===== config.mk =====
export PLATFORM = sky130hd
export DESIGN_NAME = fifo_wr_arbiter
export DESIGN_NICKNAME = d
export VERILOG_FILES = /design/src/rtl/fifo_wr_arb_pkg.sv /design/src/rtl/fifo_wr_arbiter_rr_picker.sv /design/src/rtl/fifo_wr_arbiter.sv
export SDC_FILE = /design/constraint.sdc
export NUM_CORES = 1
export LEC_CHECK = 0
export ABC_AREA = 1
export BUFFER_PORTS_ARGS = -buffer_cell sky130_fd_sc_hd__buf_2
export CORE_ASPECT_RATIO = 0.6
export CORE_MARGIN = 1
export CORE_UTILIZATION = 40
export DETAILED_ROUTE_END_ITERATION = 7
export HOLD_SLACK_MARGIN = 0.06
export PLACE_DENSITY = 0.7
export SYNTH_ARGS = -nofsm -noshare
export SYNTH_HDL_FRONTEND = slang
export SYNTH_SLANG_ARGS = --single-unit

===== constraint.sdc =====
create_clock -name clk -period 4.2 [get_ports clk]
set_input_delay 0.84 -clock clk [delete_from_list [all_inputs] [get_ports clk]]
set_output_delay 0.84 -clock clk [all_outputs]
set_load 0.05 [all_outputs]

===== src/rtl/fifo_wr_arb_pkg.sv =====
// fifo_wr_arb_pkg
//   Shared types and sizing helpers for the FIFO write-side arbiter.
//   - arb_state_e : arbiter FSM states (IDLE: no owner, GRANT: owner holds port)
//   - id_width(n) : width of a requester index, max(1, clog2(n))
//   - cnt_width(m): width of the per-grant beat counter for MAX_BURST = m
//
// Optional feature macro used by the arbiter: FIFO_WR_ARB_TAG_EN
package fifo_wr_arb_pkg;

  typedef enum logic {
    IDLE  = 1'b0,
    GRANT = 1'b1
  } arb_state_e;

  // Index width for NREQ requesters; never narrower than one bit.
  function automatic int id_width(input int n);
    return (n <= 2) ? 1 : $clog2(n);
  endfunction

  // Beat counter spans 0..MAX_BURST-1; never narrower than one bit.
  function automatic int cnt_width(input int m);
    return (m <= 2) ? 1 : $clog2(m);
  endfunction

endpackage


===== src/rtl/fifo_wr_arbiter_rr_picker.sv =====
// rr_picker
//   Combinational round-robin priority pick over an NREQ-wide request mask.
//   The search starts at rr_ptr and walks upward, wrapping modulo NREQ; the
//   first set mask bit wins.
//
// Ports:
//   mask   in  NREQ  candidate requesters
//   rr_ptr in  IDW   search start position
//   found  out 1     at least one mask bit is set
//   idx    out IDW   winning requester index (0 when nothing found)
module rr_picker
  import fifo_wr_arb_pkg::*;
#(
  parameter int NREQ = 4,
  parameter int IDW  = id_width(NREQ)
) (
  input  logic [NREQ-1:0] mask,
  input  logic [IDW-1:0]  rr_ptr,
  output logic            found,
  output logic [IDW-1:0]  idx
);

  localparam int unsigned N = NREQ;

  always_comb begin
    int unsigned pos;
    logic [IDW-1:0] cand;
    found = 1'b0;
    idx   = '0;
    pos   = 0;
    cand  = '0;
    for (int unsigned k = 0; k < N; k++) begin
      // Wrap by subtraction: rr_ptr < N and k < N, so one correction suffices.
      pos = 32'(rr_ptr) + k;
      if (pos >= N) pos = pos - N;
      cand = IDW'(pos);
      if (!found && mask[cand]) begin
        found = 1'b1;
        idx   = cand;
      end
    end
  end

endmodule


===== src/rtl/fifo_wr_arbiter.sv =====
// fifo_wr_arbiter
//   Shares the single write port of an async FIFO among NREQ requesters in
//   the write clock domain. Grants round-robin, holds each grant for at most
//   MAX_BURST beats, and never writes while wfull is high.
//
// Parameters:
//   NREQ      number of requesters (2..16)
//   DSIZE     data width per beat (matches FIFO DSIZE)
//   MAX_BURST maximum beats per grant (1..256)
//
// Ports:
//   clk       in   1            write clock (FIFO wclk)
//   rst       in   1            synchronous active-high reset
//   req_valid in   NREQ         per-requester beat valid
//   req_data  in   NREQ*DSIZE   requester i data at [i*DSIZE +: DSIZE]
//   req_ready out  NREQ         per-requester beat accepted
//   wfull     in   1            FIFO full flag
//   winc      out  1            FIFO write strobe
//   wdata     out  DSIZE(+IDW)  FIFO write data
//   grant_id  out  IDW          current owner index
//   busy      out  1            a grant is held
//
// Configuration macro: FIFO_WR_ARB_TAG_EN
//   defined   -> wdata = {grant_id, data}, DSIZE+IDW bits wide
//   undefined -> wdata = data, DSIZE bits wide
module fifo_wr_arbiter
  import fifo_wr_arb_pkg::*;
#(
  parameter  int NREQ      = 4,
  parameter  int DSIZE     = 8,
  parameter  int MAX_BURST = 4,
  localparam int IDW       = id_width(NREQ),
`ifdef FIFO_WR_ARB_TAG_EN
  localparam int WW        = DSIZE + IDW
`else
  localparam int WW        = DSIZE
`endif
) (
  input  logic                  clk,
  input  logic                  rst,
  input  logic [NREQ-1:0]       req_valid,
  input  logic [NREQ*DSIZE-1:0] req_data,
  output logic [NREQ-1:0]       req_ready,
  input  logic                  wfull,
  output logic                  winc,
  output logic [WW-1:0]         wdata,
  output logic [IDW-1:0]        grant_id,
  output logic                  busy
);

  localparam int CNT_W = cnt_width(MAX_BURST);

  arb_state_e       r_state;
  logic [IDW-1:0]   r_rr_ptr;
  logic [IDW-1:0]   r_grant_id;
  logic [CNT_W-1:0] r_beat_cnt;

  logic             w_granted;
  logic             w_own_valid;
  logic             w_xfer;
  logic             w_last;
  logic             w_release;
  logic [IDW-1:0]   w_next_ptr;
  logic [NREQ-1:0]  w_pick_mask;
  logic [IDW-1:0]   w_pick_ptr;
  logic             w_found;
  logic [IDW-1:0]   w_pick_idx;
  logic [DSIZE-1:0] w_data;

  assign w_granted   = (r_state == GRANT);
  assign w_own_valid = req_valid[r_grant_id];
  assign w_xfer      = w_granted && w_own_valid && !wfull;
  assign w_last      = (r_beat_cnt == CNT_W'(MAX_BURST - 1));
  // Owner dropping valid releases even under wfull; a full burst only
  // releases on the beat that actually transfers.
  assign w_release   = w_granted && ((w_xfer && w_last) || !w_own_valid);
  assign w_next_ptr  = (r_grant_id == IDW'(NREQ - 1)) ? '0 : r_grant_id + 1'b1;

  // One picker serves both paths: from IDLE it searches all requesters from
  // rr_ptr; on release it searches from owner+1 with the owner masked off,
  // which is exactly where rr_ptr is being moved to.
  assign w_pick_mask = w_granted ? (req_valid & ~(NREQ'(1) << r_grant_id)) : req_valid;
  assign w_pick_ptr  = w_granted ? w_next_ptr : r_rr_ptr;

  rr_picker #(
    .NREQ (NREQ),
    .IDW  (IDW)
  ) u_picker (
    .mask   (w_pick_mask),
    .rr_ptr (w_pick_ptr),
    .found  (w_found),
    .idx    (w_pick_idx)
  );

  always_ff @(posedge clk) begin
    if (rst) begin
      r_state    <= IDLE;
      r_rr_ptr   <= '0;
      r_grant_id <= '0;
      r_beat_cnt <= '0;
    end else begin
      case (r_state)
        IDLE: begin
          if (w_found) begin
            r_state    <= GRANT;
            r_grant_id <= w_pick_idx;
            r_beat_cnt <= '0;
          end
        end
        GRANT: begin
          if (w_release) begin
            r_rr_ptr   <= w_next_ptr;
            r_beat_cnt <= '0;
            if (w_found) begin
              r_grant_id <= w_pick_idx;
            end else begin
              r_state <= IDLE;
            end
          end else if (w_xfer) begin
            r_beat_cnt <= r_beat_cnt + 1'b1;
          end
        end
        default: r_state <= IDLE;
      endcase
    end
  end

  always_comb begin
    req_ready = '0;
    if (w_granted && !wfull) req_ready[r_grant_id] = 1'b1;
  end

  assign w_data   = req_data[r_grant_id*DSIZE +: DSIZE];
  assign winc     = w_xfer;
  assign grant_id = r_grant_id;
  assign busy     = w_granted;

`ifdef FIFO_WR_ARB_TAG_EN
  assign wdata = {r_grant_id, w_data};
`else
  assign wdata = w_data;
`endif

endmodule


; ---- After elaboration in Yosys (flattened, before gate mapping)
; Index checks and enable logic that the tools add are counted.
; Widths: inputs -> output; s select.
[word_totals]
ff_bits = 7
latch_bits = 0
ramBits = 0
romBits = 0
in_bits = 39
out_inout_bits = 16
wordCells = 88
memories = 0
[op_classes]
addsub = 9
mul = 0
div = 0
order_cmp = 10
n_eq_ne = 5
shifts = 2
muxes = 38
bitwise = 3
reduce_logical = 17
[op_table]
columns = operator, count
row1 = $shiftx 32x6->8, 1
row2 = $mux 2, 15
row3 = $lt 2x3->1 const B, 5
row4 = $mux 1, 12
row5 = $bmux 1 s2, 5
row6 = $ge 3x3->1 const B, 3
row7 = $logic_and 1x1->1, 9
row8 = $mux 4, 2
row9 = $pmux 2 s2, 2
row10 = $sub 2x1->2 const B, 4
row11 = $add 2x2->3 const B, 2
row12 = $logic_not 1->1, 5
row13 = $add 2x1->2 const B, 2
row14 = $and 4x4->4, 1
row15 = $eq 2x2->1 const B, 2
row16 = $ne 2x1->1 const B, 2
row17 = $not 4->4, 1
row18 = $reduce_and 2->1, 2
row19 = $shl 1x2->4 const A, 1
row20 = $add 2x1->3 const B, 1
row21 = $ge 2x3->1 const B, 1
row22 = $ne 3x1->1 const B, 1
row23 = $demux 1 s2, 1
row24 = $ge 2x1->1 const B, 1
row25 = 3 further kinds, 3

; ---- Longest topological paths before layout
[logic_depth]
word_depth = 20
depth_mapped = 17
ltp_nobuf = 15

; ---- Cells and area by module
; A second synthesis with hierarchy kept.
[hier_totals]
hier_cells = 197
area_unflattened_um2 = 1116.1
[by_module_without_submodules]
columns = module, n_inst, cells_per_inst, area_each_um2, seq_area_each_um2
row1 = fifo_wr_arbiter, 1, 138, 797.0, 140.1
row2 = rr_picker, 1, 59, 319.1, 0.0

; ---- Least setup slack after synthesis
; OpenSTA, ideal clock, no wires.
[synth_timing]
kind = reg-to-output
start = register r_grant_id[1], in the netlist grant_id[1]
end = output port winc
arrival_ns = 2.176
required_time_ns = 3.360
slack_ns = 1.184
path_stages_with_launch = 6
n_path_buf = 1
path_cell_list = dfxtp_1 > clkbuf_2 > a21oi_1 > o21ai_0 > nand2_1 > nor3_1
[synth_via]
elab_chain_cells = 4
[synth_lines]
columns = element, line
row1 = start: declaration, fifo_wr_arbiter.sv:55  ; logic [IDW-1:0] r_grant_id;
row2 = start signal: assignment, fifo_wr_arbiter.sv:106  ; r_grant_id <= w_pick_idx;
row3 = start signal: assignment, fifo_wr_arbiter.sv:115  ; r_grant_id <= w_pick_idx;
row4 = $bmux 1 s2, fifo_wr_arbiter.sv:71  ; assign w_own_valid = req_valid[r_grant_id];
row5 = $mux 1 (implied by the code), fifo_wr_arbiter.sv:71
row6 = $logic_and 1x1->1 (2 in series), fifo_wr_arbiter.sv:72  ; assign w_xfer = w_granted && w_own_valid && !wfull;
row7 = end: declaration, fifo_wr_arbiter.sv:45  ; output logic winc,
; No other way between the ends. The select of a mux whose other input is x is not followed.

; ---- Worst setup path in the final report
[layout_timing]
start = register r_grant_id[0], in the netlist grant_id[0]
end = output port req_ready[0]
[layout_via]
elab_chain_cells = 5
word_cells_on_any_way = 6
classes_between = 2 x order compare / 3 x mux / 1 x reduce/logical
[layout_lines]
columns = element, line
row1 = $lt 2x3->1 (implied by the code) or $ge 2x1->1 (tied branches), fifo_wr_arbiter.sv:130  ; if (w_granted && !wfull) req_ready[r_grant_id] = 1'b1;
row2 = $logic_and 1x1->1 (implied by the code), fifo_wr_arbiter.sv:130
row3 = $mux 1 (implied by the code), fifo_wr_arbiter.sv:130
row4 = $demux 1 s2 (*), fifo_wr_arbiter.sv:130
row5 = $mux 4 (*), fifo_wr_arbiter.sv:130
row6 = end: declaration, fifo_wr_arbiter.sv:43  ; output logic [NREQ-1:0] req_ready,
; Every way passes the cells marked *; elsewhere a longest branch is shown, timed or not.

==> impl_table.tex <==
\begin{tabular}{lr}
\hline
Metric & Value \\
\hline
\multicolumn{2}{l}{\textbf{Worst setup path}} \\
Critical path origin & grant\_id[0] \\
Family with the most delay on the worst path & flip-flops \\
WS Path Type & reg -> out \\
Number of buffer and inverter instances along the worst setup path & 2 \\
Cell breakdown of the critical path & inv\_1 > ha\_1 > nand2\_1 > nor2\_1 > buf\_2 \\
Max Fanout on Critical Path & 25 \\
Slowest stage cell, crit path & sky130\_fd\_sc\_hd\_\_dfxtp\_1 \\
Origin of the critical flop-to-flop path & grant\_id[0] \\
Arrival time of the worst setup path & 2.17 ns \\
CP Capture Type & output port \\
Data required time of the worst path & 3.36 ns \\
Worst stage delay on the critical path & 0.79 ns \\
Critical path startpoint category & flip-flop \\
\multicolumn{2}{l}{\textbf{Floorplan}} \\
Ports & 55 \\
Placement row count & 14 \\
X dimension of the die & 68.7 um \\
Initial core utilization & 42.4\% \\
Floorplan Core Area & 2520 um2 \\
Die area & 2890 um2 \\
Die outline height & 42.0 um \\
\multicolumn{2}{l}{\textbf{Finish}} \\
Diodes inserted & 0 \\
Area used by multi-input combinational logic & 805 um2 \\
Finished Cell Area & 1360 um2 \\
Final net count & 294 \\
Fill cells & 274 \\
Finished Layout Cells & 281 \\
Register cell area after layout & 140 um2 \\
Area delta synth->final & 27.6\% \\
Share of post-route cells with drive strength above 1 & 27.3\% \\
\multicolumn{2}{l}{\textbf{Clock network}} \\
Clock tree sinks & 7 \\
Resized Gates After CTS & 0 \\
Bufs on Longest Clock Path & 2 \\
Clock latency of the later-clocked register in the worst-skew pair & 0.23 ns \\
TritonCTS clock tree & done \\
Level count of the clock H-tree & 1 \\
CTS Buf Count & 3 \\
CTS root buf & sky130\_fd\_sc\_hd\_\_clkbuf\_8 \\
Hold buffer count at CTS & 0 \\
Post-CTS Setup Inserts & 0 \\
Reg clk slew, reported paths & 0.04 ns \\
\multicolumn{2}{l}{\textbf{STA}} \\
Unrepaired setup endpoints after global routing & no \\
Transition time at the pin with the least slew margin & 0.740 ns \\
\# setup viols final & 0 \\
Final number of max-transition violations & 0 \\
Tmin final & 3.01 ns \\
Final Hold Vio Count & 0 \\
FMAX & 333 MHz \\
Period Utilization, post-route & 71.6\% \\
Sum of negative setup slack & 0 ns \\
Slew margin rel. & 50.6\% \\
Worst Hold Slack & 0.473 ns \\
Clock skew & 0.00498 ns \\
\multicolumn{2}{l}{\textbf{Placement}} \\
Post-DP HPWL & 2510 um \\
Routability Congestion & 0.852 \\
Buffers on Ports & 54 \\
Placed cell area & 1320 um2 \\
Number of instances in the placed design & 277 \\
\multicolumn{2}{l}{\textbf{Job}} \\
Number of maximum-capacitance constraint violations & 0 \\
\multicolumn{2}{l}{\textbf{Detailed routing}} \\
DRC violations left & 0 \\
Post-detailed-route count of antenna-violating nets & 0 \\
Via count & 1430 \\
Average detailed-routed wire length per instance & 11.3 um \\
Post-DR vias/cell & 5.09 \\
Drt total wl & 3170 um \\
Pre-antenna DRT Iters & 4 \\
Initial DRC count & 176 \\
\multicolumn{2}{l}{\textbf{Logic synthesis}} \\
Register area share after synthesis & 13.1\% \\
Post-synthesis instance area & 1070 um2 \\
Async SR Flop Fraction & 0\% \\
Share of the synthesized area in the top cell type & 21.4\% \\
Number of warnings issued by yosys & 0 \\
Post-Synthesis Cells & 201 \\
Largest cells by area after synthesis & sky130\_fd\_sc\_hd\_\_nand2\_1 (21\%), sky130\_fd\_sc\_hd\_\_dfxtp\_1 (13\%), sky130\_fd\_sc\_hd\_\_nand3\_1 (13\%), sky130\_fd\_sc\_hd\_\_nor2\_1 (9.5\%), sky130\_fd\_sc\_hd\_\_o21ai\_0 (9.4\%) \\
Post-synth top flop & sky130\_fd\_sc\_hd\_\_dfxtp\_1 \\
Dominant cell type by area after synthesis & sky130\_fd\_sc\_hd\_\_nand2\_1 \\
Number of enable-type register cells in the synthesized netlist & 0 \\
Syn nets & 245 \\
Count of different cell masters after synthesis & 22 \\
Seq cells post-synth & 7 \\
Average cell area after synthesis & 5.32 um2 \\
\multicolumn{2}{l}{\textbf{Global routing}} \\
Pin count of the biggest net entering global routing & 26 \\
Global routing usage summed across all routing layers & 23.3\% \\
Number of antenna violations at the first check in global routing & 0 \\
Number of global-route vias before repair & 1148 \\
Residual overflow from global routing & 0 \\
Wire length of the first global-routing pass & 5050 um \\
\multicolumn{2}{l}{\textbf{Hold path}} \\
Hold path start & r\_rr\_ptr[1] \\
Class of the tightest hold or removal check & reg -> reg \\
\multicolumn{2}{l}{\textbf{Power}} \\
Total chip power & 1.02 mW \\
Peak supply drop & 0.343 mV \\
Power per cell area & 748 nW/um2 \\
Leak & 0.779 nW \\
\multicolumn{2}{l}{\textbf{Status}} \\
Outcome & finished clean \\
\hline
\end{tabular}
## metrics by stage
step / setup WS, ns / util (%)
detailed placement: 1.39 / 52.3
global placement: 1.42 / 52.3
finish: 1.19 / 54.1
floorplan: 1.18 / -
global route: 0.937 / 54.1
CTS: 1.23 / 54.1
## cell type report
class / count / share of cell area, %
Clock buffer: 4 / 3.30
Timing Repair Buffer: 54 / 19.8
Sequential cell: 7 / 10.3
Multi-Input combinational cell: 167 / 59.0
Tap cell: 32 / 2.94
Inverter: 17 / 4.68
## cell families after synthesis
group / after synthesis / share of synthesized area, %
compound gates: 34 / 16.9
fa+ha+maj: 5 / 5.85
simple gates: 128 / 52.6
flops: 7 / 13.1
buf+inv: 27 / 11.6
## layer usage
layer  wire [um]  global-route usage (%)  part of all wire [%]  up-vias
li1            -                       -                     -      753
met1        1670                    38.5                    53      621
met2        1210                    29.8                    38       53
met3         275                    5.98                   8.7        3
met4          13                    3.67                  0.41        0
met5           0                       0                     0        -
## worst paths after layout
kind / endpoint / slack (ns) / cells after the start
setup / recovery: req_ready[0] / 1.19 / 5
hold / removal: r_rr_ptr[1] / 0.47 / 2
setup reg to reg: grant_id[0] / 1.35 / 14
hold reg to reg: r_rr_ptr[1] / 0.47 / 2
## sequential cells by signal (all words and copies together), names as in the netlist
signal	cells
grant_id	2
r_beat_cnt	2
busy	1
r_rr_ptr	2
## worst reg2reg max path: cells and delay by family, from the launching register on
family | cells | cell delay, ns
buf+inv | 2 | 0.53
fa+ha+maj | 1 | 0.46
compound gates | 1 | 0.15
simple gates | 10 | 0.83
flops | 1 | 0.79
## layout by cell type (no fill, tap or decap)
cell type / instances
sky130_fd_sc_hd__nor2_1: 27
sky130_fd_sc_hd__nor3_1: 1
sky130_fd_sc_hd__a21oi_1: 6
sky130_fd_sc_hd__clkbuf_1: 1
sky130_fd_sc_hd__buf_2: 54
sky130_fd_sc_hd__inv_1: 16
sky130_fd_sc_hd__ha_1: 5
sky130_fd_sc_hd__nand3_1: 27
sky130_fd_sc_hd__inv_2: 1
sky130_fd_sc_hd__nand2_1: 61
sky130_fd_sc_hd__nand4_1: 1
sky130_fd_sc_hd__nand4_4: 1
sky130_fd_sc_hd__o22ai_1: 8
sky130_fd_sc_hd__nand2_2: 7
sky130_fd_sc_hd__clkbuf_8: 3
sky130_fd_sc_hd__nor2_2: 2
sky130_fd_sc_hd__nand3b_1: 1
sky130_fd_sc_hd__o21ai_0: 20
sky130_fd_sc_hd__dfxtp_1: 7
## cell usage after synthesis, types with 2 or more instances
library cell / n
sky130_fd_sc_hd__nand2_2: 7
sky130_fd_sc_hd__nand2_1: 61
sky130_fd_sc_hd__o21ai_0: 20
sky130_fd_sc_hd__buf_6: 2
sky130_fd_sc_hd__ha_1: 5
sky130_fd_sc_hd__nor2_1: 27
sky130_fd_sc_hd__buf_2: 2
sky130_fd_sc_hd__o22ai_1: 8
sky130_fd_sc_hd__dfxtp_1: 7
sky130_fd_sc_hd__nand3_1: 27
sky130_fd_sc_hd__clkbuf_1: 3
sky130_fd_sc_hd__a21oi_1: 6
sky130_fd_sc_hd__nor2_2: 2
sky130_fd_sc_hd__inv_1: 16
## power breakdown
part	switching (mW)	internal (mW)	total, mW	leakage (nW)
clock	0.0310	0.0658	0.0968	0.0228
sequential	0.0458	0.0870	0.133	0.0579
combinational	0.573	0.217	0.790	0.699
Note: power is estimated with default switching activity, not from simulation.
